**config.mk**
```make
export PLATFORM = sky130hd
export DESIGN_NAME = divider_flat
export DESIGN_NICKNAME = d
export VERILOG_FILES = /design/src/rtl/divider_pkg.sv /design/src/rtl/divider_if.sv /design/src/rtl/HexDriver.sv /design/src/rtl/divider_control.sv /design/src/rtl/divider.sv /design/src/flat_wrapper.sv
export SDC_FILE = /design/constraint.sdc
export NUM_CORES = 1
export LEC_CHECK = 0
export ABC_AREA = 1
export CAP_MARGIN = 30
export CELL_PAD_IN_SITES_DETAIL_PLACEMENT = 1
export CELL_PAD_IN_SITES_GLOBAL_PLACEMENT = 2
export CORE_MARGIN = 2
export CORE_UTILIZATION = 27
export DETAILED_ROUTE_END_ITERATION = 8
export GPL_TIMING_DRIVEN = 0
export PLACE_DENSITY = 0.83
export SETUP_SLACK_MARGIN = 0.3
export SLEW_MARGIN = 10
export SYNTH_ARGS = -nofsm -noshare
export SYNTH_HDL_FRONTEND = slang
export SYNTH_SLANG_ARGS = --single-unit
```
**constraint.sdc**
```tcl
create_clock -name clk -period 1.7 [get_ports clk]
set_input_delay 0.34 -clock clk [delete_from_list [all_inputs] [get_ports clk]]
set_output_delay 0.34 -clock clk [all_outputs]
set_load 0.005 [all_outputs]
```
**src/rtl/divider_pkg.sv**
```systemverilog
// Shared types and constants for the sequential restoring divider.
package divider_pkg;
  localparam int DIV_W = 8;
  localparam int CNT_W = $clog2(DIV_W);
  localparam logic [6:0] SEG_ZERO = 7'h40;

  typedef enum logic [2:0] {IDLE, CAPTURE, ITER, FIX, HOLD} div_state_t;
endpackage

```
**src/rtl/divider_if.sv**
```systemverilog
// Lab I/O bundle for the divider: switches, buttons, register LEDs and hex digits.
interface divider_if import divider_pkg::*; #(parameter int WIDTH = DIV_W) ();
  logic             clear_a_load_b;
  logic             run;
  logic [WIDTH-1:0] sw;
  logic             x;
  logic [WIDTH-1:0] aval;
  logic [WIDTH-1:0] bval;
  logic [6:0]       ahex_u;
  logic [6:0]       ahex_l;
  logic [6:0]       bhex_u;
  logic [6:0]       bhex_l;

  modport master (output clear_a_load_b, run, sw,
                  input  x, aval, bval, ahex_u, ahex_l, bhex_u, bhex_l);
  modport slave  (input  clear_a_load_b, run, sw,
                  output x, aval, bval, ahex_u, ahex_l, bhex_u, bhex_l);
endinterface

```
**src/rtl/HexDriver.sv**
```systemverilog
// Nibble to active-low seven-segment glyph decoder.
module HexDriver (
  input  logic [3:0] in_i,
  output logic [6:0] out_o
);
  always_comb begin
    out_o = 7'h7F;
    case (in_i)
      4'h0: out_o = 7'h40;
      4'h1: out_o = 7'h79;
      4'h2: out_o = 7'h24;
      4'h3: out_o = 7'h30;
      4'h4: out_o = 7'h19;
      4'h5: out_o = 7'h12;
      4'h6: out_o = 7'h02;
      4'h7: out_o = 7'h78;
      4'h8: out_o = 7'h00;
      4'h9: out_o = 7'h10;
      4'hA: out_o = 7'h08;
      4'hB: out_o = 7'h03;
      4'hC: out_o = 7'h46;
      4'hD: out_o = 7'h21;
      4'hE: out_o = 7'h06;
      default: out_o = 7'h0E;
    endcase
  end
endmodule

```
**src/rtl/divider_control.sv**
```systemverilog
// Divider sequencer: state register, next-state logic and iteration counter.
//   state   | meaning
//   IDLE    | wait for load or run
//   CAPTURE | latch divisor, detect error cases
//   ITER    | one quotient bit per cycle
//   FIX     | apply result signs (signed build only)
//   HOLD    | results held until run drops
module divider_control import divider_pkg::*; #(
  parameter int WIDTH = DIV_W,
  parameter int CW    = CNT_W
) (
  input  logic clk,
  input  logic rst,
  input  logic run_i,
  input  logic ld_i,
  input  logic cap_err_i,
  output logic ld_b_o,
  output logic capture_o,
  output logic shift_sub_o,
  output logic fix_o
);
  localparam logic [2:0] S_IDLE    = IDLE;
  localparam logic [2:0] S_CAPTURE = CAPTURE;
  localparam logic [2:0] S_ITER    = ITER;
  localparam logic [2:0] S_FIX     = FIX;
  localparam logic [2:0] S_HOLD    = HOLD;
  localparam logic [CW-1:0] LAST   = CW'(WIDTH - 1);
`ifdef DIVIDER_SIGNED_EN
  localparam logic [2:0] S_POST    = S_FIX;
`else
  localparam logic [2:0] S_POST    = S_HOLD;
`endif

  logic [2:0]    state_q, state_d;
  logic [CW-1:0] cnt_q, cnt_d;

  always_comb begin
    state_d     = state_q;
    cnt_d       = cnt_q;
    ld_b_o      = 1'b0;
    capture_o   = 1'b0;
    shift_sub_o = 1'b0;
    fix_o       = 1'b0;
    case (state_q)
      S_IDLE: begin
        if (ld_i)       ld_b_o  = 1'b1;
        else if (run_i) state_d = S_CAPTURE;
      end
      S_CAPTURE: begin
        capture_o = 1'b1;
        cnt_d     = '0;
        state_d   = cap_err_i ? S_HOLD : S_ITER;
      end
      S_ITER: begin
        shift_sub_o = 1'b1;
        cnt_d       = cnt_q + 1'b1;
        if (cnt_q == LAST) state_d = S_POST;
      end
      S_FIX: begin
        fix_o   = 1'b1;
        state_d = S_HOLD;
      end
      S_HOLD: if (!run_i) state_d = S_IDLE;
      default: state_d = S_IDLE;
    endcase
  end

  always_ff @(posedge clk or posedge rst) begin
    if (rst) begin
      state_q <= S_IDLE;
      cnt_q   <= '0;
    end else begin
      state_q <= state_d;
      cnt_q   <= cnt_d;
    end
  end
endmodule

```
**src/rtl/divider.sv**
```systemverilog
// Sequential restoring divider top: A=remainder, B=dividend/quotient, D=divisor.
// Define DIVIDER_SIGNED_EN for two's-complement operands.
module divider import divider_pkg::*; #(parameter int WIDTH = DIV_W) (
  input  logic     clk,
  input  logic     rst,
  divider_if.slave bus
);
  logic             ld_b, capture, shift_sub, fix, cap_err;
  logic             x_q, ge;
  logic [WIDTH-1:0] a_q, b_q, d_q;
  logic [WIDTH-1:0] cap_a, cap_b, cap_d, fix_a, fix_b, a_sub;
  logic [WIDTH:0]   t;
  logic [6:0]       ahex_u, ahex_l, bhex_u, bhex_l;

  divider_control #(.WIDTH(WIDTH), .CW($clog2(WIDTH))) u_ctrl (
    .clk(clk), .rst(rst), .run_i(bus.run), .ld_i(bus.clear_a_load_b),
    .cap_err_i(cap_err), .ld_b_o(ld_b), .capture_o(capture),
    .shift_sub_o(shift_sub), .fix_o(fix)
  );

  assign t     = {a_q, b_q[WIDTH-1]};
  assign ge    = t >= {1'b0, d_q};
  assign a_sub = t[WIDTH-1:0] - d_q;

`ifdef DIVIDER_SIGNED_EN
  localparam logic [WIDTH-1:0] MIN_NEG = {1'b1, {(WIDTH-1){1'b0}}};
  logic b_neg, d_neg, dz, ovf, q_neg_q, r_neg_q;
  assign b_neg   = b_q[WIDTH-1];
  assign d_neg   = bus.sw[WIDTH-1];
  assign dz      = bus.sw == '0;
  assign ovf     = (b_q == MIN_NEG) && (bus.sw == '1);
  assign cap_err = dz | ovf;
  assign cap_d   = d_neg ? -bus.sw : bus.sw;
  assign cap_a   = dz ? b_q : '0;
  assign cap_b   = dz ? '1 : (ovf ? MIN_NEG : (b_neg ? -b_q : b_q));
  assign fix_a   = r_neg_q ? -a_q : a_q;
  assign fix_b   = q_neg_q ? -b_q : b_q;

  always_ff @(posedge clk or posedge rst) begin
    if (rst) begin
      q_neg_q <= 1'b0;
      r_neg_q <= 1'b0;
    end else if (capture) begin
      q_neg_q <= b_neg ^ d_neg;
      r_neg_q <= b_neg;
    end
  end
`else
  assign cap_err = bus.sw == '0;
  assign cap_d   = bus.sw;
  assign cap_a   = cap_err ? b_q : '0;
  assign cap_b   = cap_err ? '1 : b_q;
  assign fix_a   = a_q;
  assign fix_b   = b_q;
`endif

  always_ff @(posedge clk or posedge rst) begin
    if (rst) begin
      a_q <= '0;
      b_q <= '0;
      d_q <= '0;
      x_q <= 1'b0;
    end else if (ld_b) begin
      a_q <= '0;
      b_q <= bus.sw;
      x_q <= 1'b0;
    end else if (capture) begin
      d_q <= cap_d;
      a_q <= cap_a;
      b_q <= cap_b;
      x_q <= cap_err;
    end else if (shift_sub) begin
      a_q <= ge ? a_sub : t[WIDTH-1:0];
      b_q <= {b_q[WIDTH-2:0], ge};
    end else if (fix) begin
      a_q <= fix_a;
      b_q <= fix_b;
    end
  end

  HexDriver u_hex_au (.in_i(a_q[7:4]), .out_o(ahex_u));
  HexDriver u_hex_al (.in_i(a_q[3:0]), .out_o(ahex_l));
  HexDriver u_hex_bu (.in_i(b_q[7:4]), .out_o(bhex_u));
  HexDriver u_hex_bl (.in_i(b_q[3:0]), .out_o(bhex_l));

  assign bus.x      = x_q;
  assign bus.aval   = a_q;
  assign bus.bval   = b_q;
  assign bus.ahex_u = ahex_u;
  assign bus.ahex_l = ahex_l;
  assign bus.bhex_u = bhex_u;
  assign bus.bhex_l = bhex_l;
endmodule

```
**src/flat_wrapper.sv**
```systemverilog
// flat-port wrapper written by rule: the top's interface ports become plain ports
module divider_flat import divider_pkg::*;
#(parameter int WIDTH = DIV_W)
  (clk, rst, bus_clear_a_load_b, bus_run, bus_sw, bus_x, bus_aval, bus_bval, bus_ahex_u, bus_ahex_l, bus_bhex_u, bus_bhex_l);
  divider_if #(.WIDTH(WIDTH)) bus_i ();
  input  logic clk;
  input  logic rst;
  input wire logic [$bits(bus_i.clear_a_load_b)-1:0] bus_clear_a_load_b;
  input wire logic [$bits(bus_i.run)-1:0] bus_run;
  input wire logic [$bits(bus_i.sw)-1:0] bus_sw;
  output wire logic [$bits(bus_i.x)-1:0] bus_x;
  output wire logic [$bits(bus_i.aval)-1:0] bus_aval;
  output wire logic [$bits(bus_i.bval)-1:0] bus_bval;
  output wire logic [$bits(bus_i.ahex_u)-1:0] bus_ahex_u;
  output wire logic [$bits(bus_i.ahex_l)-1:0] bus_ahex_l;
  output wire logic [$bits(bus_i.bhex_u)-1:0] bus_bhex_u;
  output wire logic [$bits(bus_i.bhex_l)-1:0] bus_bhex_l;
  assign bus_i.clear_a_load_b = bus_clear_a_load_b;
  assign bus_i.run = bus_run;
  assign bus_i.sw = bus_sw;
  assign bus_x = bus_i.x;
  assign bus_aval = bus_i.aval;
  assign bus_bval = bus_i.bval;
  assign bus_ahex_u = bus_i.ahex_u;
  assign bus_ahex_l = bus_i.ahex_l;
  assign bus_bhex_u = bus_i.bhex_u;
  assign bus_bhex_l = bus_i.bhex_l;
  divider #(.WIDTH(WIDTH)) u_core (.clk(clk), .rst(rst), .bus(bus_i));
endmodule
```
==> reports/qor.csv <==
metric;value;unit
status;finished with violations;
violations;setup timing;
cts_sinks;31;
end_kind;flop;
top_level_ports;57;
r2r-end;u_core.bus.aval[6];
drv_slew;0;
syn_area;3080;sq um
ys.flop_type;dfrtp_1;
hold_viol;0;
insertion_delay;0.28;ns
startpoint_type;flop;
ff2ff_path_depth;15;
grt_max_degree;32;
die_area;12300;sq um
drc;0;
relSlewSlack;53.2;%
wirelength;14800;um
maxCapViolations;0;
cts.path.max_buffers;2;
crit_required;1.86;ns
rows;39;
finalSetupTns;-6.48;ns
area_delta_synth_final;94.7;%
drive_gt1_share;62.1;%
dp_slack;-0.465;ns
arrival;2.28;ns
start_util;27.4;%
rsz0062_at_grt;yes;
grt_pass1_vias;3865;
placed_cells;631;
core_area;11300;sq um
cts-root-buf;clkbuf_16;
postRouteAntennaNets;0;
grt_usage;19.9;%
antenna_found_initial;0;
yosysWarnings;0;
overflow;0;
synth_cell_types;45;
port_buffers;56;
synthArstFlopShare;100;%
grt_pass1_wl;20200;um
final_cell_mix;79 x nand2_1, 60 x buf_4, 57 x buf_6, 33 x nand2_2, 30 x ha_4;
setup_violations;36;
synth_seq_area_share;25.2;%
tightest_slew;0.701;ns
cts_tree;done;
r2r_start;u_core.bus.bval[7];
syn_area_per_cell;7.14;sq um
rrSetupSlack;-0.42;ns
synth-edff-count;0;
setup_ws;-0.416;ns
finalNetCount;651;
cts_buffers;5;
cts.reportedPaths.clkPinSlew;0.06;ns
cts_htree_levels;2;
layout_commonest_cell;nand2_1;
dieWidth;111;um
fin_crit_sh;124;%
fmax;0.473;GHz
vias_per_cell;5.10;
period_needed;2.12;ns
powerDensity;2510;nW/um^2
dpl.hpwl;7250;um
cp_max_fo;4;
synth.ff_latch_count;31;
wl_per_cell;19.8;um
drtIter0Drc;112;
min_path_type;primary input to asynchronous set/reset pin;
gp_congestion;0.787;
skew;0.00524;ns
syn_inst;432;
power_leakage;2.82;nW
worstSetupPathType;flop to flop;
n_antenna_cell;0;
synthesis.nets;479;
vias;3818;
ir_drop;0.00135;V
chipHeight;111;um
layout.cells.non_filler;748;
firstDrtPassIters;4;
-- state kept, by name (all words and copies together) (netlist names) --
register / flops
u_core.u_ctrl.state_q: 3
u_core.d_q: 8
u_core.bus.x: 1
u_core.bus.aval: 8
u_core.bus.bval: 8
u_core.u_ctrl.cnt_q: 3
-- Yosys cell counts, types with 2 or more instances --
cell type    n  share of area, %
a211oi_1     3              0.73
a21boi_0     2              0.49
a21oi_1     15               2.4
buf_2        8               1.3
buf_6        2              0.73
clkbuf_1     4              0.49
dfrtp_1     31                25
ha_1        34                14
inv_1       46               5.6
inv_2       10               1.2
nand2_1    121                15
nand2_2      3              0.61
nand3_1     41               6.7
nand3_4      2               1.1
nand4_1      2              0.41
nor2_1      20               2.4
nor2_2       5               1.0
nor2_4       2              0.73
nor2_8       3               1.9
o211ai_1     4              0.97
o21ai_0     30               4.9
o21ai_1      8               1.3
o21ai_2      2              0.57
o221ai_1     5               1.4
o221ai_2     2              0.97
o311ai_0     3              0.85
o31ai_1      4              0.97
or2_1        2              0.41
xnor2_1      2              0.57
-- logic make-up after synthesis --
| family | share of synthesized area (%) |
|---|---|
| AO/OA/AOI/OAI | 17.5 |
| flip-flops | 25.2 |
| XOR/XNOR | 0.852 |
| AND/OR/NAND/NOR | 32.4 |
| adder cells (fa/ha/maj) | 14.4 |
| buffers and inverters | 9.58 |
-- through the flow --
stage	utilization [%]	power, mW	hold WS (ns)	cell area, sq um
2_1_floorplan	-	6.44	0.413	3300
3_3_place_gp	35.9	8.98	0.470	4040
3_5_place_dp	35.9	9.11	0.486	4040
4_1_cts	46.6	12.5	0.497	5250
5_1_grt	53.2	16.0	0.512	6000
6_report	53.2	15.1	0.488	6000
-- worst max-delay path, cell delays in order, from the launching register on --
cell and delay [ns]:
dfrtp_1 0.39, buf_6 0.14, inv_8 0.06, ha_4 0.14, inv_6 0.04, fa_2 0.38, nand3_2 0.08, nand2_2 0.08
nand2_2 0.09, nand3b_1 0.08, nand2_1 0.09, nand2_1 0.08, nand2_1 0.08, nand2_1 0.07, nand3_1 0.12, nand2_1 0.08
-- worst max-delay path by stage --
stage | start | end | slack [ns] | cells after the start
after CTS | u_core.bus.aval[1] | u_core.bus.aval[4] | -0.22 | 13
after detailed placement | u_core.bus.bval[4] | bus_bhex_u[3] | -0.46 | 4
final | u_core.bus.bval[7] | u_core.bus.aval[6] | -0.42 | 15
after global placement | u_core.bus.bval[4] | bus_bhex_u[3] | -0.54 | 4
after global routing | u_core.bus.bval[7] | u_core.bus.aval[6] | -0.51 | 15
after floorplan | u_core.bus.bval[7] | u_core.bus.aval[6] | -0.08 | 15
-- layout make-up --
type,count,area [sq um]
fill,1258,5270
multi-input combinational,331,2980
timing repair buffer,164,1480
sequential,31,788
inverter,56,294
tap,143,179
clock buffer,8,156
buffer,15,134
-- where the power goes --
group	switching, mW	internal [mW]
clock network	0.341	0.624
registers	0.388	1.12
logic	6.75	5.85
-- metal layers --
metal	vias to the layer above	global-route usage, %	share of wire (%)
met4	0	4.58	1.9
met2	82	37.0	56
met1	1925	24.8	40
met5	-	0	0
li1	1790	-	-
met3	21	1.91	2.8
-- what timing repair did --
| action | 4_1_cts | 5_1_grt |
|---|---|---|
| hold buffers | 0 | 0 |
| pin swaps | 70 | 53 |
| hold endpoints to repair | 0 | 0 |
| buffers inserted | 69 | 37 |
| gates cloned | 3 | 0 |
| gates resized for setup | 315 | 131 |
| setup endpoints to repair | 62 | 66 |
Power figures use the tool's default switching activity.
